### src/rtl/fconv_sched_if.sv
// fconv_sched_if: request/response bundle between the two issue ports and the
// shared float/int conversion scheduler. The master side is the issue logic,
// the slave side is fconv_sched.
interface fconv_sched_if;
  // Requester 0
  logic        req0_valid;
  logic        req0_ready;
  logic        req0_op;
  logic [31:0] req0_data;

  // Requester 1
  logic        req1_valid;
  logic        req1_ready;
  logic        req1_op;
  logic [31:0] req1_data;

  // Shared response bus plus per-requester valid strobes
  logic        resp0_valid;
  logic        resp1_valid;
  logic [31:0] resp_data;
  logic        idle;

  modport master (
    output req0_valid, req0_op, req0_data,
    output req1_valid, req1_op, req1_data,
    input  req0_ready, req1_ready,
    input  resp0_valid, resp1_valid, resp_data, idle
  );

  modport slave (
    input  req0_valid, req0_op, req0_data,
    input  req1_valid, req1_op, req1_data,
    output req0_ready, req1_ready,
    output resp0_valid, resp1_valid, resp_data, idle
  );
endinterface

### src/rtl/fconv_sched.sv
// fconv_sched: round-robin scheduler sharing one float<->int converter between
// two requesters. The converter is combinational in the accept cycle and its
// result rides a LATENCY-deep shift pipeline (legal LATENCY 1..4) to the
// shared response bus. Responses have no backpressure.
//
// Optional feature macro FCONV_ITOF_EN: when defined, reqN_op = 1 selects the
// int->float path. When undefined, the itof unit is absent, reqN_op is
// ignored and every operation is float->int.
module fconv_sched #(
  parameter int unsigned LATENCY = 2
) (
  input  logic          clk,
  input  logic          rst,
  fconv_sched_if.slave  bus
);

  localparam int unsigned LAST = LATENCY - 1;

  // Float -> int, round half away from zero. Exponent 0 (zero/denormal) and
  // anything below 0.5 give 0. Huge or non-finite inputs have no defined
  // result; the left shift simply wraps into 32 bits.
  function automatic logic [31:0] ftoi(input logic [31:0] f);
    logic        sgn;
    logic [7:0]  ex;
    logic [31:0] man;
    logic [31:0] twice;
    logic [31:0] mag;
    logic [7:0]  sh;
    sgn   = f[31];
    ex    = f[30:23];
    man   = {8'b0, 1'b1, f[22:0]};
    twice = '0;
    mag   = '0;
    sh    = '0;
    if (ex < 8'd126) begin
      mag = '0;
    end else if (ex < 8'd150) begin
      // Keep one fractional bit (value*2 truncated), add one half, drop it.
      sh    = 8'd149 - ex;
      twice = man >> sh;
      mag   = (twice + 32'd1) >> 1;
    end else begin
      sh  = ex - 8'd150;
      mag = man << sh;
    end
    return sgn ? (~mag + 32'd1) : mag;
  endfunction

`ifdef FCONV_ITOF_EN
  // Int -> float with round-to-nearest-even. The magnitude is normalised so
  // its leading one sits at bit 31; bits 7..0 then hold guard and sticky.
  function automatic logic [31:0] itof(input logic [31:0] x);
    logic        sgn;
    logic [31:0] mag;
    logic [31:0] norm;
    logic [4:0]  msb;
    logic        rup;
    logic [24:0] rnd;
    logic [7:0]  ex;
    logic [22:0] frac;
    logic [31:0] res;
    sgn = x[31];
    mag = sgn ? (~x + 32'd1) : x;
    msb = '0;
    for (int i = 0; i < 32; i++) begin
      if (mag[i]) msb = 5'(i);
    end
    norm = mag << (5'd31 - msb);
    rup  = norm[7] & ((|norm[6:0]) | norm[8]);
    rnd  = {1'b0, norm[31:8]} + {24'b0, rup};
    ex   = 8'd127 + {3'b0, msb} + {7'b0, rnd[24]};
    frac = rnd[24] ? rnd[23:1] : rnd[22:0];
    res  = {sgn, ex, frac};
    if (mag == 32'd0) res = '0;
    return res;
  endfunction
`endif

  logic        grant0;
  logic        grant1;
  logic        acceptValid;
  logic        acceptId;
  logic [31:0] selData;
  logic [31:0] convResult;
  logic        lastPtr_q;
  logic        lastPtr_d;

  logic [LATENCY-1:0] stageValid_q;
  logic [LATENCY-1:0] stageValid_d;
  logic [LATENCY-1:0] stageId_q;
  logic [LATENCY-1:0] stageId_d;
  logic [31:0]        stageData_q [LATENCY];
  logic [31:0]        stageData_d [LATENCY];

  // Round-robin grant: a lone requester always wins, on contention the one
  // that was not granted last wins. Nothing is granted while reset is high.
  always_comb begin
    grant0 = 1'b0;
    grant1 = 1'b0;
    if (!rst) begin
      if (bus.req0_valid && bus.req1_valid) begin
        grant0 = lastPtr_q;
        grant1 = !lastPtr_q;
      end else begin
        grant0 = bus.req0_valid;
        grant1 = bus.req1_valid;
      end
    end
  end

  assign bus.req0_ready = grant0;
  assign bus.req1_ready = grant1;
  assign acceptValid    = grant0 | grant1;
  assign acceptId       = grant1;

  // The pointer only moves when a grant happens; dropped requests leave it.
  always_comb begin
    lastPtr_d = lastPtr_q;
    if (grant1) begin
      lastPtr_d = 1'b1;
    end else if (grant0) begin
      lastPtr_d = 1'b0;
    end
  end

  assign selData = grant1 ? bus.req1_data : bus.req0_data;

`ifdef FCONV_ITOF_EN
  logic selOp;
  assign selOp = grant1 ? bus.req1_op : bus.req0_op;

  // Convert the granted operand in the accept cycle, op selects direction.
  always_comb begin
    convResult = selOp ? itof(selData) : ftoi(selData);
  end
`else
  logic unusedOps;
  assign unusedOps = bus.req0_op ^ bus.req1_op;

  // Convert the granted operand in the accept cycle; float->int only.
  always_comb begin
    convResult = ftoi(selData);
  end
`endif

  // Next-state for the shift pipeline: stage 0 takes the accepted result,
  // every later stage takes its predecessor.
  always_comb begin
    stageValid_d   = '0;
    stageId_d      = '0;
    stageValid_d[0] = acceptValid;
    stageId_d[0]    = acceptId;
    stageData_d[0]  = convResult;
    for (int i = 1; i < LATENCY; i++) begin
      stageValid_d[i] = stageValid_q[i-1];
      stageId_d[i]    = stageId_q[i-1];
      stageData_d[i]  = stageData_q[i-1];
    end
  end

  // Shift every cycle. The last stage only loads data on a valid so the
  // response bus holds its previous value between responses. Reset discards
  // everything in flight and hands the first contention to requester 0.
  always_ff @(posedge clk) begin
    if (rst) begin
      lastPtr_q    <= 1'b1;
      stageValid_q <= '0;
      stageId_q    <= '0;
      for (int i = 0; i < LATENCY; i++) begin
        stageData_q[i] <= '0;
      end
    end else begin
      lastPtr_q    <= lastPtr_d;
      stageValid_q <= stageValid_d;
      stageId_q    <= stageId_d;
      for (int i = 0; i < LATENCY; i++) begin
        if ((i != LAST) || stageValid_d[i]) begin
          stageData_q[i] <= stageData_d[i];
        end
      end
    end
  end

  assign bus.resp0_valid = stageValid_q[LAST] & ~stageId_q[LAST];
  assign bus.resp1_valid = stageValid_q[LAST] &  stageId_q[LAST];
  assign bus.resp_data   = stageData_q[LAST];
  assign bus.idle        = !bus.req0_valid && !bus.req1_valid && !(|stageValid_q);

endmodule

### src/flat_wrapper.sv
// flat-port wrapper written by rule: the top's interface ports become plain ports
module fconv_sched_flat 
#(
  parameter int unsigned LATENCY = 2
)
  (clk, rst, bus_req0_valid, bus_req0_op, bus_req0_data, bus_req1_valid, bus_req1_op, bus_req1_data, bus_req0_ready, bus_req1_ready, bus_resp0_valid, bus_resp1_valid, bus_resp_data, bus_idle);
  fconv_sched_if bus_i ();
  input  logic clk;
  input  logic rst;
  input wire logic [$bits(bus_i.req0_valid)-1:0] bus_req0_valid;
  input wire logic [$bits(bus_i.req0_op)-1:0] bus_req0_op;
  input wire logic [$bits(bus_i.req0_data)-1:0] bus_req0_data;
  input wire logic [$bits(bus_i.req1_valid)-1:0] bus_req1_valid;
  input wire logic [$bits(bus_i.req1_op)-1:0] bus_req1_op;
  input wire logic [$bits(bus_i.req1_data)-1:0] bus_req1_data;
  output wire logic [$bits(bus_i.req0_ready)-1:0] bus_req0_ready;
  output wire logic [$bits(bus_i.req1_ready)-1:0] bus_req1_ready;
  output wire logic [$bits(bus_i.resp0_valid)-1:0] bus_resp0_valid;
  output wire logic [$bits(bus_i.resp1_valid)-1:0] bus_resp1_valid;
  output wire logic [$bits(bus_i.resp_data)-1:0] bus_resp_data;
  output wire logic [$bits(bus_i.idle)-1:0] bus_idle;
  assign bus_i.req0_valid = bus_req0_valid;
  assign bus_i.req0_op = bus_req0_op;
  assign bus_i.req0_data = bus_req0_data;
  assign bus_i.req1_valid = bus_req1_valid;
  assign bus_i.req1_op = bus_req1_op;
  assign bus_i.req1_data = bus_req1_data;
  assign bus_req0_ready = bus_i.req0_ready;
  assign bus_req1_ready = bus_i.req1_ready;
  assign bus_resp0_valid = bus_i.resp0_valid;
  assign bus_resp1_valid = bus_i.resp1_valid;
  assign bus_resp_data = bus_i.resp_data;
  assign bus_idle = bus_i.idle;
  fconv_sched #(.LATENCY(LATENCY)) u_core (.clk(clk), .rst(rst), .bus(bus_i));
endmodule
### config.mk
export PLATFORM = sky130hd
export DESIGN_NAME = fconv_sched_flat
export DESIGN_NICKNAME = d
export VERILOG_FILES = /design/src/rtl/fconv_sched_if.sv /design/src/rtl/fconv_sched.sv /design/src/flat_wrapper.sv
export SDC_FILE = /design/constraint.sdc
export NUM_CORES = 1
export LEC_CHECK = 0
export ABC_AREA = 1
export ABC_CLOCK_PERIOD_IN_PS = 6650
export BUFFER_PORTS_ARGS = -buffer_cell sky130_fd_sc_hd__buf_2
export CAP_MARGIN = 10
export CORE_ASPECT_RATIO = 1.2
export CORE_UTILIZATION = 60
export CTS_CLUSTER_DIAMETER = 100
export DETAILED_ROUTE_END_ITERATION = 8
export HOLD_SLACK_MARGIN = 0.02
export PLACE_DENSITY = 0.8
export SYNTH_ARGS = -nofsm -noshare
export SYNTH_HDL_FRONTEND = slang
export SYNTH_SLANG_ARGS = --single-unit
export TNS_END_PERCENT = 100
### constraint.sdc
create_clock -name clk -period 6.65 [get_ports clk]
set_input_delay 0.3325 -clock clk [delete_from_list [all_inputs] [get_ports clk]]
set_output_delay 0.3325 -clock clk [all_outputs]
set_load 0.05 [all_outputs]
==> run metrics <==
CTS tree=built; top_reg_cell synth=edfxtp_1; WP data required=a little under 7000 ps; Synth top cells by count=nand2_1, nand3_1, nor2_1; Post-synth EDFFs=64; Seq/Total Area, Yosys=between 20% and 30%; Seq cells post-synth=69; die area=between 10,000 and 15,000 sq um; design area=approximately 9100 sq um; final setup vio count=0; post-route ant nets=0; Critical Path Source=rst; Multi-input gate area=5410 sq um; status=complete, no violations; post_cts resized=0; Max Cap Viol=0; Final #Nets=around 1,500; total number of yosys warnings=0; RSZ-0062 raised after global routing=no; Starting Density=61.6%; CP startpoint kind=primary input; hold_ws=235 ps; Worst R2R Path Depth=37; Inserted Diodes=0; RePlAce Congestion=0.963; Synth Instances=1,363; hold crit path type=primary input to flop; worst vdd ir=0.310 mV; Slowest Stage Delay on Critical Path=~420 ps; largest net degree at the start of global routing=53; count leader, synth=nand2_1; antenna violations before repair=0; Critical Path Fanout Max=50; reg-to-reg startpoint=u_core.lastPtr_q$_SDFFE_PP1P_; CTS sink cnt=69; gr busiest metal=met2; clock tree buffer depth=2; Die Wd=109 microns; Port Buffer Count=roughly 100; cell mode on critical path=nand2_1; Global Route Usage Sum=34.1%; Synth Cell Area=about 8000 sq um; GR Layer Usage met1=between 40% and 50%; via count=9,101; Tmin final=between 5000 and 6000 ps; hold depth=2; top-level port count=around 110; Leak Pwr=approximately 4.4 nW; Slew headroom=slightly below 30%; met3 Usage GRT=between 2 and 3%; DR WL/cell=about 14 microns; Yosys top cell by area=edfxtp_1; top cells by area, synth=edfxtp_1, nand2_1, nand3_1; Area Growth Syn to Fin=11.0%; Detailed Place HPWL=between 15,000 and 20,000 microns; power per cell area=221 nW/um^2; DRT Pass-1 Iters=7; final hold violation count=0; vias per inst=roughly 5.6; slowest stage cell, crit path=buf_4; CP Capture Type=flop; first-pass GRT wire length=between 30,000 and 40,000 microns; Distinct cells, synth=between 50 and 60; Iter 0 DRT Violations=~850; Skew-Pair Late Insertion Delay=around 330 ps; cts bufs inserted=9; Setup TNS=0 ps; register area=2020 sq um; clock skew=~5.2 ps; Data arrival, critical path=5590 ps; grt total ovfl=0; DRC Markers=0; Crit Path Class=primary input to flop; share of cells above drive strength 1=~18%; Cell Area, Placed=roughly 8800 sq um; Post-synth ARST share=0%; vias in the first global route=7,931; WL final=23,400 microns; Max Fclk=around 180 MHz; FP Rows=46; CTS H-tree lvls=3; syn avg cell area=~6.0 sq um; Worst Tran Pin Value=~1100 ps; core area=~13,000 sq um; Yosys top cell area share=between 20% and 30%; routing usage on met2=60.3%; Final Util=between 60% and 70%; Fillers=around 1,300; Final Max Tran Viols=0; postcts setup bufs=0; die span in y=roughly 130 microns; fin crit share=just over 80%; hold path start=bus_req0_valid; cts hold-fix bufs=0; CTS clock-pin slew for the worst setup and hold paths=approximately 60 ps; root buf cell=clkbuf_16
-- worst max-delay path: cells and delay by family --
kind | cells | cell delay [ps]
adders and majority gates | 1 | 210
buffers and inverters | 5 | 1060
AOI/OAI and AO/OA | 1 | 140
and+or+nand+nor | 31 | 3830
-- cell usage in the layout (no fill, tap or decap), types with 3 or more instances in the layout --
cell type	n
o21ai_2	4
ha_1	3
clkinvlp_4	3
edfxtp_1	64
nand4_2	6
mux2i_1	3
o21ai_0	59
buf_2	104
nor2_2	19
nand2_1	429
dfxtp_1	5
inv_1	101
nor3_1	17
nand3_2	17
nand2_4	7
nand3_1	179
conb_1	32
buf_4	19
nand2_2	22
clkbuf_16	9
a21oi_1	58
xor2_2	3
o21ai_1	39
a211oi_1	3
a21oi_2	5
inv_2	25
a31oi_1	4
or2_1	6
nand4_1	45
nor2_4	8
nor2_1	124
o21a_1	5
-- final cells by class --
cell class / instances / area share, %
multi-input combinational: 1118 / 59.5
tap: 168 / 2.31
inverter: 129 / 5.38
timing repair buffer: 123 / 7.29
clock buffer: 9 / 2.48
sequential: 69 / 22.2
clock inverter: 7 / 0.826
-- final timing paths --
check	slack (ps)	end
worst max-delay path	1150	u_core.stageData_q[0][26]$_SDFFCE_PN0P_
worst min-delay path	240	u_core.lastPtr_q$_SDFFE_PP1P_
worst max register to register	1180	u_core.stageData_q[0][26]$_SDFFCE_PN0P_
worst min register to register	400	u_core.stageId_q[1]$_SDFF_PP0_
-- metrics by stage --
step	instances	power [mW]	setup slack (ps)
floorplan	1394	1.32	1660
global placement	1607	1.51	1030
detailed placement	1607	1.53	895
CTS	1623	1.99	1230
global route	1623	2.15	671
finish	1623	2.01	1150
-- metal layers --
metal  vias up  part of all wire (%)
met4         0                   5.3
met1      4044                    41
li1       4647                     -
met3        65                   4.5
met5         -                     0
met2       345                    49
-- report_power, final --
group          internal [mW]  switching (mW)  leakage (nW)  total (mW)
clock                  0.291           0.182         0.138       0.473
combinational          0.275           0.721          3.52       0.996
sequential             0.530          0.0104         0.709       0.540
-- cells by family (layout without fill, tap and decap cells) --
kind of cell	Yosys count	after routing	share of synthesized area [%]
simple gates	890	890	50.6
buf+inv	207	268	10.8
compound gates	187	187	12.4
fa+ha+maj	3	3	0.458
other cells	1	32	0.0458
flops	69	69	24.7
mux	3	3	0.367
xor+xnor	3	3	0.596
-- registers in the layout (all words and copies together) (netlist names) --
name,count
u_core.stageId_q,2
u_core.stageData_q,64
u_core.stageValid_q,2
u_core.lastPtr_q,1
No activity file was read; power rests on OpenSTA's default activity.
